## config.mk

```make
export PLATFORM = sky130hd
export DESIGN_NAME = kuz_l_transform
export DESIGN_NICKNAME = d
export VERILOG_FILES = /design/src/rtl/kuz_pkg.sv /design/src/rtl/kuz_l_transform_r_step.sv /design/src/rtl/kuz_l_transform.sv
export SDC_FILE = /design/constraint.sdc
export NUM_CORES = 1
export LEC_CHECK = 0
export ABC_AREA = 0
export ABC_CLOCK_PERIOD_IN_PS = 3300
export BUFFER_PORTS_ARGS = -buffer_cell sky130_fd_sc_hd__buf_2
export CORE_ASPECT_RATIO = 1.1
export CORE_UTILIZATION = 35
export CTS_CLUSTER_SIZE = 40
export DETAILED_ROUTE_END_ITERATION = 10
export GPL_TIMING_DRIVEN = 1
export HOLD_SLACK_MARGIN = 0.02
export PLACE_DENSITY_LB_ADDON = 0.05
export SYNTH_ARGS = -nofsm -noshare
export SYNTH_HDL_FRONTEND = slang
export SYNTH_SLANG_ARGS = --single-unit
```

## constraint.sdc

```tcl
create_clock -name clk -period 3.3 [get_ports clk]
set_input_delay 0.165 -clock clk [delete_from_list [all_inputs] [get_ports clk]]
set_output_delay 0.165 -clock clk [all_outputs]
set_load 0.05 [all_outputs]
```

## src/rtl/kuz_pkg.sv

```systemverilog
// Shared types, constants and GF(2^8) helper for the Kuznyechik linear layer.
// The field is GF(2^8) reduced by x^8+x^7+x^6+x+1.
package kuz_pkg;

  typedef logic [7:0]   byte_t;
  typedef logic [127:0] block_t;

  typedef enum logic [1:0] {
    ST_IDLE = 2'd0,
    ST_BUSY = 2'd1,
    ST_DONE = 2'd2
  } state_t;

  localparam byte_t GF_POLY = 8'hC3;

  // L_COEF[k] multiplies the byte at bits [127-8k -: 8], so L_COEF[0] pairs with a15.
  localparam byte_t L_COEF [0:15] = '{
    8'h94, 8'h20, 8'h85, 8'h10, 8'hC2, 8'hC0, 8'h01, 8'hFB,
    8'h01, 8'hC0, 8'hC2, 8'h10, 8'h85, 8'h20, 8'h94, 8'h01
  };

  function automatic byte_t gf_mul_const(input byte_t a, input byte_t c);
    byte_t acc;
    byte_t x;
    acc = '0;
    x   = a;
    for (int i = 0; i < 8; i++) begin
      if (c[i]) acc = acc ^ x;
      x = x[7] ? ({x[6:0], 1'b0} ^ GF_POLY) : {x[6:0], 1'b0};
    end
    return acc;
  endfunction

endpackage

```

## src/rtl/kuz_l_transform_r_step.sv

```systemverilog
// One combinational R step (INV=0) or R^-1 step (INV=1).
// The inverse step is the linear function applied to the byte-rotated block.
module kuz_r_step
  import kuz_pkg::*;
#(
  parameter bit INV = 1'b0
) (
  input  logic [127:0] i_blk,
  output logic [127:0] o_blk
);

  block_t w_vec;
  byte_t  w_prod [16];
  byte_t  w_lin;

  assign w_vec = INV ? {i_blk[119:0], i_blk[127:120]} : i_blk;

  for (genvar k = 0; k < 16; k++) begin : g_mul
    assign w_prod[k] = gf_mul_const(w_vec[127-8*k -: 8], L_COEF[k]);
  end

  always_comb begin
    w_lin = '0;
    for (int k = 0; k < 16; k++) begin
      w_lin = w_lin ^ w_prod[k];
    end
  end

  assign o_blk = INV ? {w_vec[127:8], w_lin} : {w_lin, w_vec[127:8]};

endmodule

```

## src/rtl/kuz_l_transform.sv

```systemverilog
// Iterative Kuznyechik L / L^-1 layer: UNROLL chained R steps per clock,
// valid/ready on both sides, DONE may hand straight over to a new block.
module kuz_l_transform
  import kuz_pkg::*;
#(
  parameter int W      = 128,
  parameter int UNROLL = 1,
  parameter bit INV_EN = 1'b1
) (
  input  logic         clk,
  input  logic         rst,
  input  logic         in_valid,
  output logic         in_ready,
  input  logic         in_inv,
  input  logic [W-1:0] in_data,
  output logic         out_valid,
  input  logic         out_ready,
  output logic [W-1:0] out_data,
  output logic         busy
);

  localparam int         STEPS    = 16 / UNROLL;
  localparam logic [3:0] CNT_INIT = 4'(STEPS - 1);

  if (W != 128) begin : g_bad_w
    $error("kuz_l_transform: W must be 128");
  end
  if (UNROLL != 1 && UNROLL != 2 && UNROLL != 4 && UNROLL != 8 && UNROLL != 16) begin : g_bad_unroll
    $error("kuz_l_transform: UNROLL must be 1, 2, 4, 8 or 16");
  end

  state_t     r_st;
  state_t     w_st_nxt;
  block_t     r_state;
  logic       r_mode;
  logic [3:0] r_cnt;
  logic       w_accept;
  block_t     w_fwd [0:UNROLL];
  block_t     w_inv_last;
  block_t     w_step;

  assign w_fwd[0] = r_state;
  for (genvar k = 0; k < UNROLL; k++) begin : g_fwd
    kuz_r_step #(.INV(1'b0)) u_step (.i_blk(w_fwd[k]), .o_blk(w_fwd[k+1]));
  end

  if (INV_EN) begin : g_inv
    block_t w_inv [0:UNROLL];
    assign w_inv[0] = r_state;
    for (genvar k = 0; k < UNROLL; k++) begin : g_chain
      kuz_r_step #(.INV(1'b1)) u_step (.i_blk(w_inv[k]), .o_blk(w_inv[k+1]));
    end
    assign w_inv_last = w_inv[UNROLL];
  end else begin : g_no_inv
    // r_mode is forced to 0 on accept, so this leg is never selected.
    assign w_inv_last = w_fwd[UNROLL];
  end

  assign w_step   = r_mode ? w_inv_last : w_fwd[UNROLL];
  assign w_accept = in_valid & in_ready;

  always_ff @(posedge clk) begin
    if (!rst) r_st <= ST_IDLE;
    else      r_st <= w_st_nxt;
  end

  always_comb begin
    w_st_nxt = r_st;
    unique case (r_st)
      ST_IDLE: if (in_valid)      w_st_nxt = ST_BUSY;
      ST_BUSY: if (r_cnt == 4'd0) w_st_nxt = ST_DONE;
      ST_DONE: if (out_ready)     w_st_nxt = in_valid ? ST_BUSY : ST_IDLE;
      default:                    w_st_nxt = ST_IDLE;
    endcase
  end

  always_comb begin
    in_ready  = 1'b0;
    out_valid = 1'b0;
    busy      = 1'b0;
    unique case (r_st)
      ST_IDLE: in_ready = 1'b1;
      ST_BUSY: busy     = 1'b1;
      ST_DONE: begin
        out_valid = 1'b1;
        in_ready  = out_ready;
      end
      default: in_ready = 1'b0;
    endcase
  end

  // Block state is cleared on reset so out_data is defined (zero) right away.
  always_ff @(posedge clk) begin
    if (!rst) begin
      r_state <= '0;
      r_mode  <= 1'b0;
      r_cnt   <= '0;
    end else if (w_accept) begin
      r_state <= in_data;
      r_mode  <= in_inv & INV_EN;
      r_cnt   <= CNT_INIT;
    end else if (r_st == ST_BUSY) begin
      r_state <= w_step;
      if (r_cnt != 4'd0) r_cnt <= r_cnt - 4'd1;
    end
  end

  assign out_data = r_state;

endmodule

```

-- After elaboration in Yosys (flattened, before gate mapping)
Index checks and enable logic that the tools add are counted.
- bits in registers: 135
- ROM bits: 0
- memories: 0
- latch bits: 0
- RAM bits: 0
- word-level logic and storage cells: 326
- $mul: 0
- eq/ne operators: 5
- div/mod/pow operators: 0
- magnitude comparators: 0
- $add $sub $neg: 1
- shift-type cells: 0
- reduce and logical (&&, ||, !) cells: 7
- bitwise operators: 183
- mux-type cells: 126
- operators with widths (cell ; count):
    $mux W8 ; 112
    $xor A8 B8 Y8 ; 70
    $not A4 Y4 ; 112
    $mux W128 ; 3
    $mux W4 ; 3
    $mux W2 ; 3
    $ne A2 B2 Y1 const B ; 3
    $pmux W2 S3 ; 1
    $logic_not A4 Y1 ; 1
    $reduce_bool A2 Y1 ; 2
    $reduce_bool A4 Y1 ; 1
    $sub A4 B1 Y4 const B ; 1
    $mux W1 ; 3
    $reduce_and A3 Y1 ; 1
    $eq A2 B1 Y1 const B ; 1
    $eq A2 B2 Y1 const B ; 1
    $logic_not A2 Y1 ; 1
    $pmux W1 S2 ; 1
    $reduce_and A2 Y1 ; 1
    $and A1 B1 Y1 ; 1

-- Longest topological paths before layout
Gate-level depths: netlist (run 1).
- word-level depth: 33
- gate-level depth with buffers: 9
- mapped depth without buffers: 7

-- By module
A second synthesis (run 1) with hierarchy kept.
- cells, all modules: 1566
- area total of the unflattened synthesis: 14376.3 µm²
- by module, submodules not included (module ; area each (µm²) ; cells each ; times used ; seq. area each (µm²)):
    kuz_l_transform ; 8147.8 ; 896 ; 1 ; 2702.6
    kuz_r_step ; 3114.2 ; 335 ; 2 ; 0.0

-- Worst setup path before layout (run 1)
Ideal clock, no wire load.
- path kind: reg2reg
- from: register r_state[84], in the netlist out_data[84]
- to: register r_state[126], in the netlist out_data[126]
- path slack: 0.406 ns
- arrival time: 2.822 ns
- cell stages (with the launch flop): 9
- buffers on the path: 1
- required time: 3.229 ns
- cells stage by stage: dfxtp_1 buf_6 xnor3_2 xor2_4 xnor3_2 xor2_2 xnor2_2 xnor3_1 a21oi_1
- cells in the longest elaborated chain, start to end: 25
- ends and longest elaborated chain (element ; RTL line ; RTL):
    start: declaration ; kuz_l_transform.sv:34 ; block_t r_state;
    start signal: assignment ; kuz_l_transform.sv:99 ; r_state <= in_data;
    start signal: assignment ; kuz_l_transform.sv:103 ; r_state <= w_step;
    $mux W8 (*) ; kuz_pkg.sv:29 ; x = x[7] ? ({x[6:0], 1'b0} ^ GF_POLY) : {x[6:0], 1'b0};
    $not A4 Y4 (no source line) ; -- ;
    $mux W8 (*) ; kuz_pkg.sv:29 ;
    $not A4 Y4 (no source line) ; -- ;
    $mux W8 (*) (3 in a row) ; kuz_pkg.sv:29 ;
    $not A4 Y4 (no source line) or $mux W8 (tied branches) ; -- ;
    $mux W8 (*) ; kuz_pkg.sv:29 ;
    $mux W8 ; kuz_pkg.sv:29 ;
    $xor A8 B8 Y8 (*) ; kuz_pkg.sv:28 ; if (c[i]) acc = acc ^ x;
    $xor A8 B8 Y8 (*) (11 in a row) ; kuz_l_transform_r_step.sv:25 ; w_lin = w_lin ^ w_prod[k];
    $mux W128 (*) ; kuz_l_transform.sv:59 ; assign w_step = r_mode ? w_inv_last : w_fwd[UNROLL];
    $mux W128 (*) ; kuz_l_transform.sv:102 ; end else if (r_st == ST_BUSY) begin
    $mux W128 (*) ; kuz_l_transform.sv:98 ; end else if (w_accept) begin
Mark *: on every way between the ends. The rest lies on a longest branch, timed or not. The select of a mux whose other input is x is not followed.
A chain may end at the register's enable or synchronous reset.

-- Worst setup path in the final report (run 1)
- from: register r_state[36], in the netlist out_data[36]
- to: register r_state[4], in the netlist out_data[4]
- cells in the longest elaborated chain, start to end: 19
- ends and longest elaborated chain (element ; RTL line):
    $mux W8 (*) ; kuz_pkg.sv:29
    $not A4 Y4 (no source line) ; --
    $mux W8 (*) ; kuz_pkg.sv:29
    $not A4 Y4 (no source line) ; --
    $mux W8 (*) (2 in a row) ; kuz_pkg.sv:29
    $mux W8 (*) (2 in a row) ; --
    $mux W8 (*) ; kuz_pkg.sv:29
    $xor A8 B8 Y8 (*) ; kuz_pkg.sv:28
    $xor A8 B8 Y8 (*) (6 in a row) ; kuz_l_transform_r_step.sv:25
    $mux W128 (*) ; kuz_l_transform.sv:59
    $mux W128 (*) ; kuz_l_transform.sv:102
    $mux W128 (*) ; kuz_l_transform.sv:98
Marks and branches as above.

==> results of run 1 <==
==> synth_stat cells, drive strengths merged (2+ instances only) <==
master | n | area share
o211ai | 3 | 0.0019
o221ai | 2 | 0.0015
nor2 | 232 | 0.074
o311ai | 6 | 0.0045
xor3 | 8 | 0.016
o21ai | 13 | 0.0055
nor2b | 2 | 0.0011
buf | 34 | 0.014
xor2 | 50 | 0.040
xnor2 | 263 | 0.20
and2 | 2 | 0.0011
nand2 | 24 | 0.0077
dfxtp | 135 | 0.23
xnor3 | 81 | 0.16
inv | 5 | 0.0016
mux2i | 112 | 0.095
clkbuf | 107 | 0.037
a21oi | 23 | 0.0098
and3 | 2 | 0.0011
nand3 | 9 | 0.0038
o31ai | 2 | 0.0013
or3 | 2 | 0.0011
a221oi | 112 | 0.083
nand2b | 4 | 0.0021
==> worst max-delay path, cell delays in order (launching register included) <==
cell	delay [ns]
dfxtp_1	0.48
xnor3_1	0.56
xnor2_1	0.30
xnor3_1	0.52
xnor3_1	0.44
xnor2_1	0.28
o221ai_1	0.14
o31ai_1	0.19
==> flip-flops by register name (all words and copies together) (netlist names) <==
signal / count
r_st: 2
r_cnt: 4
r_mode: 1
out_data: 128
==> logic make-up (layout without fill, tap and decap cells) <==
kind of cell	after synthesis	count (layout)	synth area share
DFF	135	135	0.230
muxes	112	112	0.0952
AOI/OAI and AO/OA	168	168	0.113
xor gates and xnor gates	402	402	0.415
and+or+nand+nor	281	281	0.0939
buffers and inverters	146	504	0.0524
other	0	1	0
adders and majority gates	1	1	0.00106
==> final timing paths <==
kind         cells past startpoint          from            to
min reg2reg                      2      r_cnt[1]      r_cnt[1]
max                              7  out_data[36]   out_data[4]
max reg2reg                      7  out_data[36]   out_data[4]
min                              3   in_data[14]  out_data[14]
==> layout make-up <==
type | count | share of cell area
Clock inverter | 10 | 0.00910
Timing Repair Buffer | 467 | 0.204
Clock buffer | 22 | 0.0312
Sequential cell | 135 | 0.174
Inverter | 5 | 0.00129
Tap cell | 432 | 0.0348
Multi-Input combinational cell | 964 | 0.545
Antenna cell | 1 | 0.000161
==> metal layers <==
layer  vias up  track usage  routed length (um)
li1       4974            -                   -
met5         -            0                  44
met2       462        0.508               25500
met1      5391        0.430               23900
met3        68       0.0528                3410
met4         4       0.0955                1400
==> through the flow <==
stage,utilization,power (W),setup WS [ns]
after floorplan,-,0.00982,0.406
after global placement,0.415,0.0125,0.400
after detailed placement,0.415,0.0124,0.353
after CTS,0.468,0.0147,0.329
after global routing,0.468,0.0154,0.132
final,0.468,0.0148,0.311
==> power by group <==
| part | total [W] | internal [W] | switching, W | leakage [nW] |
|---|---|---|---|---|
| registers | 0.00228 | 0.00182 | 0.000468 | 1.11 |
| clock network | 0.00213 | 0.00128 | 0.000856 | 0.302 |
| logic | 0.0104 | 0.00546 | 0.00492 | 5.34 |
==> impl.org, run 1 <==
** STA
- Setup repair after global routing left no endpoint under its margin.
- Total count of max-transition violations in the final report :: 0
- Setup violations remaining at the end of the flow were counted as 0.
- Final-report hold violation count :: 0
- Dividing the final minimum period by the clock period gives 0.906.
- For the final routed database, the setup TNS stands at 0 ns.
- Fmax achieved :: around 0.33 GHz
- Worst slew pin tran :: slightly below 0.9 ns
- Worst relative slew slack :: 0.416
- Between clock sinks in the finished design, the worst skew comes to approximately 0.012 ns.
- The worst path in the final design needs a cycle of about 3 ns, including I/O delays and setup.
- Fin Hold WS :: around 0.044 ns

** CTS
- Gates resized during post-CTS repair numbered 0.
- In this run, post-CTS hold repair placed ~110 buffers.
- The cell sitting at the root of the clock tree is a clkbuf_16.
- CTS saw ~140 sinks.
- Clock buffer depth :: 2
- Clock-pin slew was measured on the worst setup and hold paths at 0.06 ns.
- For the worst-skew pair, the clock arrives at the later sink with an insertion delay of about 0.44 ns.
- Once the clock tree was built, the setup fixing pass inserted 0 buffers.
- Number of CTS-inserted buffers :: 17
- TritonCTS built the clock tree.
- Level count of the clock H-tree :: 4

** Final layout
- Compared with the post-synthesis result, the final layout area differs by 32.0%.
- Leaving out fill and tap cells, the most frequent cell in the layout is buf_2.
- Commonest non-fill, non-tap cells in the layout :: buf_2 (263), xnor2_1 (252), nor2_1 (231)
- FF+latch area :: 0.00271 sq mm
- Area used by multi-input combinational logic :: roughly 0.0085 sq mm
- The finished layout holds between 2k and 2.5k standard cells, fillers aside.
- After routing the design area is 0.0155 sq mm.
- The layout has between 3k and 4k filler cells.
- Ratio of cells with drive above 1 in the final layout :: 0.254
- For this run, the post-layout net count is approximately 1.7k.

** Synth
- Top flip-flop cell by instance count after synthesis :: dfxtp_1
- Share of the yosys chip area belonging to registers :: 0.230
- Flop and latch count out of synthesis :: approximately 140
- Each instance of the synthesized netlist takes up on average 9.46 sq um.
- Yosys mapped the design onto 46 distinct sky130hd cell types.
- Post-synth EDFFs :: 0
- Gate count after technology mapping :: roughly 1.2k
- Share of flip-flops with an asynchronous set or reset :: 0
- Syn_nets :: between 1k and 1.5k
- In this run the cell area of the synthesized design comes to ~0.012 sq mm.
- For this run, the number of Yosys warnings is 0.

** Setup path
- Critical path class :: register to register
- At the worst endpoint, the arrival time is about 3.4 ns.
- Category of the worst setup path capture point :: register
- Highest fanout seen on the critical path :: 6
- In this run the register-to-register setup slack is 0.31 ns.
- Critical Path RT :: 3.66 ns
- Type of origin of the critical path :: register

** Global route
- Initial antenna violation count :: 3
- Vias in the first global route :: 10.7k
- Total track usage :: 0.316
- The first global-routing pass estimated ~77 mm of wire.
- Leftover overflow at the end of global routing :: 0
- Maximum number of pins on one net before global-route repair :: 128

** Drt
- Summing over every cut layer, the via total after detailed routing is ~11k.
- Total iterations of the first detailed-routing run :: 5
- Initial drt markers :: between 900 and 1k
- Wire length per cell :: 26.6 um
- The detail route stage leaves a number of antenna-violating nets equal to 0.
- Remaining design rule violation count :: 0
- Overall routed net length :: 54.3 mm
- Dividing the detail-routed via count by the number of cells gives approximately 5.4.

** Placement
- After detailed placement, the total cell area comes to around 0.014 sq mm.
- The HPWL after detailed placement is just over 40 mm.
- Including well taps, the total number of placed cells is 1890.
- The congestion estimate from routability-driven global placement came to between 0.9 and 1.
- Port Buffer Count :: 263

** Die
- For this configuration, the core starts out at a cell density of 0.355.
- The initialized floorplan defines 70 standard-cell rows.
- During I/O placement, the number of pins put on the boundary was 264.
- The die covers between 0.03 and 0.04 sq mm.
- Core area :: about 0.033 sq mm
- The die is around 200 um tall.
- From left edge to right edge, the die measures 177 um.

** Hold path
- The min-delay analysis places its worst path in the category input pin to register.

** Flow run
- The tool flagged a number of max-cap violations equal to 0.

** Power
- IR analysis of the VDD net gives a maximum drop of just over 0.6 mV.
- Summed over all cells, the static leakage comes to between 6 and 7 nW.
- Power density cells :: approximately 950 mW/mm^2

** Outcome
- Outcome :: complete, no violations
No activity file was read; power rests on OpenSTA's default activity.
==> inputs of run 2 (changes only) <==
--- a/config.mk
+++ b/config.mk
@@ -9,11 +9,13 @@
 export ABC_CLOCK_PERIOD_IN_PS = 3300
 export BUFFER_PORTS_ARGS = -buffer_cell sky130_fd_sc_hd__buf_2
 export CORE_ASPECT_RATIO = 1.1
-export CORE_UTILIZATION = 35
+export CORE_MARGIN = 3
+export CORE_UTILIZATION = 25
 export CTS_CLUSTER_SIZE = 40
 export DETAILED_ROUTE_END_ITERATION = 10
 export GPL_TIMING_DRIVEN = 1
 export HOLD_SLACK_MARGIN = 0.02
+export MAX_ROUTING_LAYER = met4
 export PLACE_DENSITY_LB_ADDON = 0.05
 export SYNTH_ARGS = -nofsm -noshare
 export SYNTH_HDL_FRONTEND = slang
==> impl.org, run 2 (synthesis gave the netlist of run 1 again) <==
** STA
- Fmax achieved :: 0.317 GHz (-5.4%)
- Total count of max-transition violations in the final report :: 0 (unchanged)
- Final count of negative-setup-slack endpoints :: 0 (unchanged)
- The final worst-path cycle share is 0.957 (+0.0514).
- The setup clock skew after layout is 0.00993 ns (-0.00240 ns).
- The accumulated negative setup slack is 0 ns (unchanged).
- The final critical delay including setup and external delays was 3.16 ns (+0.169 ns).
- The relative slew slack was 0.373 (-0.0429).
- RSZ-0062 raised after global routing :: no
- Final-report hold violation count :: 0 (unchanged)
- The transition time of the tightest slew-check pin is 0.934 ns (+0.0639 ns).

** Drt
- Initial drt markers :: 808 (-16%)
- The via total after detailed routing was 10.8k (-0.88%).
- The number of iterations in the first detailed-routing pass is 5 (unchanged).
- DRT antenna net count :: 0 (unchanged)
- The average routed wire per standard cell was 28.2 um (+5.8%).
- The routed wire length came to 62.3 mm (+15%).
- Remaining design rule violation count :: 0 (unchanged)
- The detailed-route vias per instance is 4.89 (-8.7%).

** Power
- Fraction of power consumed by the clock network :: 0.123 (-0.021)
- The cell-internal power was 0.00836 W (-2.3%).
- Leakage power of the design :: 6.83 nW (+1.2%)
- The power per cell area is 934 mW/mm^2 (-1.9%).
- The maximum vdd drop was 0.474 mV (-22%).
- The proportion of total power due to net switching is 0.435 (+0.0128).
- Share of power burned in registers :: 0.152 (-0.002)
- Share of power burned in combinational logic :: 0.725 (+0.024)
- The switching power came to 0.00643 W (+2.9%).

** Setup path
- Launch point of the worst reg-to-reg path :: out_data[101]
- Category of the worst setup path capture point :: register
- First element of the critical path :: out_data[101]
- The most critical setup path has its endpoint at out_data[126].
- The worst setup path is of the register to register kind.
- Count of cells along the worst register-to-register path :: 7 (unchanged)
- Type of origin of the critical path :: register
- Critical path arrival :: 3.55 ns (+0.20 ns)
- Highest fanout seen on the critical path :: 7 (+1)
- The required arrival time at the worst endpoint came to 3.69 ns (+0.03 ns).
- Setup slack of the most critical reg-to-reg path :: 0.14 ns (-0.17 ns)
- Terminus of the critical flop-to-flop path :: out_data[126]

** Flow run
- The number of violations of the max-capacitance limit was 0 (unchanged).

** Placement
- The final estimated routing congestion in global placement came to 0.947 (-4.9%).
- The count of buffers inserted at the top-level ports is 263 (unchanged).
- The detailed placer's ending HPWL is 47.4 mm (+17%).

** Die
- Vertical extent of the die :: 234 um (+20%)
- The x dimension of the die was 213 um (+20%).
- DIE AREA :: 0.0497 sq mm (+45%)
- The number of cell rows is 82 (+17%).
- Number of primary I/O pins :: 264 (unchanged)
- Starting density of the core :: 0.256 (-0.0991)
- The total core area is 0.0461 sq mm (+39%).

** Final layout
- The sequential standard cell area came to 0.00271 sq mm (about the same).
- Ratio of cells with drive above 1 in the final layout :: 0.260 (+0.00627)
- The multi-input combinational cell area was 0.00848 sq mm (about the same).
- Leaving out fill and tap cells, the most frequent cells in the layout are buf_2 (263), xnor2_1 (251), nor2_1 (231).
- Net total in the final layout :: 1747 (+1.3%)
- Number of fillers in the final layout :: 4856 (+52%)
- The flip-flop count of the largest register, all copies and words added came to 128 (unchanged).
- The library cell used most frequently in the layout, excluding fill and tap cells, is buf_2.
- The final cell utilization of the core was 0.344 (-0.124).
- The area growth from synthesis to layout is 34.4%.

** Global route
- The pin count of the biggest net entering global routing was 72 (-44%).
- The initial antenna violation count is 1 (-2).
- The sum of overflow across all layers after global routing was 0 (unchanged).
- The first-pass GRT wire length came to 87.2 mm (+13%).
- The via count of the first global-routing pass came to 11.1k (+3.4%).
- The global-route total usage across every layer is 0.258 (-0.0582).

** Hold path
- HP Start :: in_data[123]
- Number of instances on the worst hold path :: 5 (+2)
- Class of the tightest hold or removal check :: input pin to register

** CTS
- The maximum buffer depth of the clock tree is 2 (unchanged).
- Post-CTS Repair Setup Buffers :: 0 (unchanged)
- The insertion delay of the later-clocked pin in the worst-skew pair is 0.46 ns (+0.02 ns).
- Clock tree synthesis selected as its root buffer the cell clkbuf_16.
- Level count of the clock H-tree :: 4 (unchanged)
- TritonCTS built the clock tree.
- The clock sink count was 135 (unchanged).
- The clock transition time at the flip-flop clock pins of the worst setup and hold paths was 0.06 ns (about the same).
- Number of CTS-inserted buffers :: 17 (unchanged)

** Outcome
- The run finished with clean final reports.
[run 2: cell count changes in the layout (fill, tap and decap cells not counted)]
cell,previous run,this run
buf_4,88,104
dlygate4sd3_1,113,119
bufinv_16,3,0
clkinv_2,3,6
clkbuf_8,2,4
clkinv_4,2,0
clkinvlp_4,2,0
buf_12,3,4
clkbuf_16,18,17
dfxtp_1,134,133
dfxtp_2,0,1
inv_6,1,0
xnor2_1,252,251
xnor2_2,10,11
[run 2: metal layers]
layer / GRT usage / vias to the layer above / wire length (um) / share of wire
met4: 0.0493 / 0 / 779 / 0.012
met5: - / - / 0 / 0
li1: - / 5014 / - / -
met1: 0.342 / 5427 / 28500 / 0.46
met2: 0.422 / 326 / 30500 / 0.49
met3: 0.0361 / 36 / 2590 / 0.041
[run 2: cell type report]
type | instances | area share
Multi-Input combinational cell | 964 | 0.536
Timing Repair Buffer | 490 | 0.213
Sequential cell | 135 | 0.171
Tap cell | 588 | 0.0465
Clock buffer | 23 | 0.0308
Clock inverter | 5 | 0.00158
Inverter | 5 | 0.00126
Antenna cell | 1 | 0.000158
[run 2: power by group through the flow]
| stage | Clock (W) | Sequential, W | Combinational (W) |
|---|---|---|---|
| 2_1_floorplan | 0 | 0.00262 | 0.00720 |
| 3_3_place_gp | 0 | 0.00229 | 0.0106 |
| 3_5_place_dp | 0 | 0.00229 | 0.0105 |
| 4_1_cts | 0.00188 | 0.00225 | 0.0107 |
| 5_1_grt | 0.00193 | 0.00227 | 0.0113 |
| 6_report | 0.00182 | 0.00225 | 0.0107 |
[run 2: per-stage QoR]
stage,setup slack [ns],power [W],cell area [sq um],hold slack [ns],instances
2_1_floorplan,0.406,0.00982,11800,0.297,1245
3_3_place_gp,0.00201,0.0128,14100,0.409,2063
3_5_place_dp,0.0173,0.0128,14100,0.415,2063
4_1_cts,0.00689,0.0149,15800,0.0400,2210
5_1_grt,0.0476,0.0155,15800,0.0786,2211
6_report,0.141,0.0148,15800,0.0889,2211
[run 2: how the worst min path moves through the flow]
stage / endpoint / slack (ns)
after floorplan: out_data[4] / 0.30
after global placement: out_data[114] / 0.41
after detailed placement: out_data[8] / 0.41
after CTS: out_data[62] / 0.04
after global routing: out_data[62] / 0.08
final: out_data[123] / 0.09
[run 2: worst max-delay path: stages, from the launching register on]
cell and delay, ns:
dfxtp_1 0.58, xor3_1 0.53, xnor2_1 0.53, xnor2_2 0.24, xnor3_1 0.40, xnor2_1 0.27
xnor3_1 0.39, a21oi_1 0.14
[run 2: what timing repair did]
action                                  CTS  global route
gates resized for setup                   0             2
hold endpoints to repair                119             0
hold buffers                            119             0
endpoints found under the setup margin    0             2
==> inputs of run 3 (changes only) <==
--- a/config.mk
+++ b/config.mk
@@ -7,12 +7,12 @@
 export LEC_CHECK = 0
 export ABC_AREA = 0
 export ABC_CLOCK_PERIOD_IN_PS = 3300
-export BUFFER_PORTS_ARGS = -buffer_cell sky130_fd_sc_hd__buf_2
 export CORE_ASPECT_RATIO = 1.1
 export CORE_MARGIN = 3
 export CORE_UTILIZATION = 25
 export CTS_CLUSTER_SIZE = 40
 export DETAILED_ROUTE_END_ITERATION = 10
+export DONT_BUFFER_PORTS = 1
 export GPL_TIMING_DRIVEN = 1
 export HOLD_SLACK_MARGIN = 0.02
 export MAX_ROUTING_LAYER = met4
==> impl.org, run 3 (synthesis gave the netlist of run 1 again) <==
** Outcome
- Outcome :: complete, no violations

** Global route
- Leftover overflow at the end of global routing :: 0 (unchanged)
- Global-route wire length before repair :: 86.7 mm (-0.48%)
- The pin count of the biggest net entering global routing came to 115 (+60%).
- Initial antenna violation count :: 1 (unchanged)
- The global-route total usage across every layer is 0.261 (+0.00327).
- Vias in the first global route :: 10.4k (-6.1%)

** STA
- The final number of max-transition violations is 0 (unchanged).
- Tmin final :: 2.97 ns (-0.187 ns)
- Final worst path period share :: 0.901 (-0.0567)
- The setup clock skew after layout is 0.0156 ns (+0.00570 ns).
- Worst slew pin tran :: 0.946 ns (+0.0121 ns)
- Setup repair after global routing left no endpoint under its margin.
- The final worst-path setup slack is 0.328 ns (+0.187 ns).
- Fin Hold WS :: 0.0788 ns (-0.0101 ns)
- The setup violation total in the final timing report came to 0 (unchanged).
- Worst relative slew slack :: 0.368 (-0.00489)
- Post-Route Setup TNS :: 0 ns (unchanged)
- The final-report hold violation count was 0 (unchanged).
- Fmax achieved :: 0.337 GHz (+6.3%)

** Placement
- The count of buffers inserted at the top-level ports was 0 (-100%).
- The detailed placer's ending HPWL came to 49.1 mm (+3.8%).
- The setup slack after placement is 0.292 ns (+0.275 ns).
- The final estimated routing congestion in global placement was 0.921 (-2.7%).

** Hold path
- Class of the tightest hold or removal check :: input pin to register
- Number of instances on the worst hold path :: 2 (-3)
- HP Start :: in_data[1]

** Die
- The x dimension of the die came to 213 um (unchanged).
- Core area :: 0.0461 sq mm (unchanged)
- Vertical extent of the die :: 234 um (unchanged)
- DIE AREA :: 0.0497 sq mm (unchanged)
- The starting density of the core was 0.256 (unchanged).
- The number of cell rows came to 82 (unchanged).
- The number of top-level pins is 264 (unchanged).

** Setup path
- Among cell families on the critical path, the largest total delay comes from XOR/XNOR gates.
- Critical path arrival :: 3.38 ns (-0.17 ns)
- The critical path in this run is classified as register to register.
- The critical path goes through xor3_1 > xnor2_1 > buf_4 > xnor2_2 > xnor3_1 > xnor2_1 > xnor3_1 > a21oi_1.
- In this run the worst setup path begins at out_data[100].
- Count of cells along the worst register-to-register path :: 8 (+1)
- The worst setup path is launched from a register.
- The worst-path maximum fanout is 4 (-3).
- Critical Path RT :: 3.71 ns (+0.02 ns)
- Levels on crit path :: 8 (+1)
- Slowest Stage Delay on Critical Path :: 0.58 ns (about the same)
- Count of buffer and inverter cells on the critical path :: 1 (+1)
- The worst setup path is captured at a register.
- Launch point of the worst reg-to-reg path :: out_data[100]
- The slowest stage of the critical path belongs to the cell xor3_1.

** CTS
- In this run the clock root is driven by a clkbuf_16.
- Worst-skew pair later-pin latency :: 0.49 ns (+0.03 ns)
- # clock sinks :: 135 (unchanged)
- The maximum buffer depth of the clock tree came to 2 (unchanged).
- Clock-pin slew on the worst setup and hold paths :: 0.07 ns (about the same)
- TritonCTS clock tree :: yes
- Level count of the clock H-tree :: 4 (unchanged)
- The post-CTS setup-driven buffer insertion count came to 0 (unchanged).
- The CTS buffer count was 17 (unchanged).
- Post-CTS sizing :: 0 (unchanged)

** Flow run
- Number of max-cap violations :: 0 (unchanged)

** Power
- Leakage power of the design :: 6.01 nW (-12%)
- Worst IR Drop VDD :: 0.594 mV (+25%)
- Power density cells :: 976 mW/mm^2 (+4.5%)

** Drt
- Total iterations of the first detailed-routing run :: 5 (unchanged)
- The detailed-route vias per instance came to 4.99 (+2.2%).
- The post-route antenna net violation count came to 0 (unchanged).
- The via total after detailed routing is 10.1k (-6.6%).
- The average routed wire per standard cell came to 31.4 um (+11%).
- The number of remaining DRC errors came to 0 (unchanged).
- Overall routed net length :: 63.4 mm (+1.7%)
- The violation count after the first detailed-routing iteration was 787 (-2.6%).

** Final layout
- The final cell utilization of the core was 0.328 (-0.0156).
- The layout cell share with drive strength beyond 1 is 0.155 (-0.106).
- Area Overhead vs Synth :: 28.3%
- Number of flip-flops in the largest register :: 128 (unchanged)
- Commonest non-fill, non-tap cells in the layout :: xnor2_1 (252), nor2_1 (231), buf_4 (159)
- The library cell used most frequently in the layout, excluding fill and tap cells, is xnor2_1.
- Net total in the final layout :: 1551 (-11%)
[run 3: cell types whose count changed in the layout (fill, tap and decap cells not counted), sizes merged]
cell | previous run | this run
clkbuf | 23 | 20
buf | 371 | 166
inv | 4 | 6
clkinvlp | 0 | 3
dlygate4sd3 | 119 | 128
diode | 1 | 2
clkinv | 6 | 8
[run 3: per-layer routing]
| layer | vias up | routed length [um] | track usage |
|---|---|---|---|
| li1 | 4631 | - | - |
| met1 | 5116 | 28700 | 0.337 |
| met2 | 306 | 31000 | 0.430 |
| met3 | 35 | 2960 | 0.0486 |
| met4 | 0 | 758 | 0.0491 |
| met5 | - | 0 | - |
[run 3: timing repair]
item / CTS / global route
hold buffers: 128 / 0
hold endpoints to repair: 130 / 0
endpoints found under the setup margin: 0 / 0
[run 3: power breakdown]
group	total [W]	switching, W	internal, W
Sequential	0.00215	0.000336	0.00182
Combinational	0.0107	0.00527	0.00543
Clock	0.00190	0.000862	0.00103
Total	0.0147	0.00646	0.00828
[run 3: area by class of cell]
| cell class | count | area (sq um) |
|---|---|---|
| antenna | 2 | 5.00 |
| clock buffer | 20 | 478 |
| clock inverter | 12 | 75.1 |
| fill | 4833 | 31000 |
| inverter | 5 | 21.3 |
| multi-input combinational | 964 | 8470 |
| sequential | 135 | 2710 |
| tap | 588 | 736 |
| timing repair buffer | 294 | 2620 |
[run 3: path summary, 6_finish.rpt]
path / endpoint / slack (ns)
hold reg to reg: r_cnt[1] / 0.56
setup / recovery: out_data[126] / 0.33
setup reg to reg: out_data[126] / 0.33
hold / removal: out_data[1] / 0.08
[run 3: through the flow]
stage | instance area (sq um) | instances | power, W
3_3_place_gp | 13300 | 1858 | 0.0127
2_1_floorplan | 11800 | 1245 | 0.00982
5_1_grt | 15100 | 2019 | 0.0154
4_1_cts | 15100 | 2018 | 0.0149
3_5_place_dp | 13300 | 1858 | 0.0127
6_report | 15100 | 2020 | 0.0147
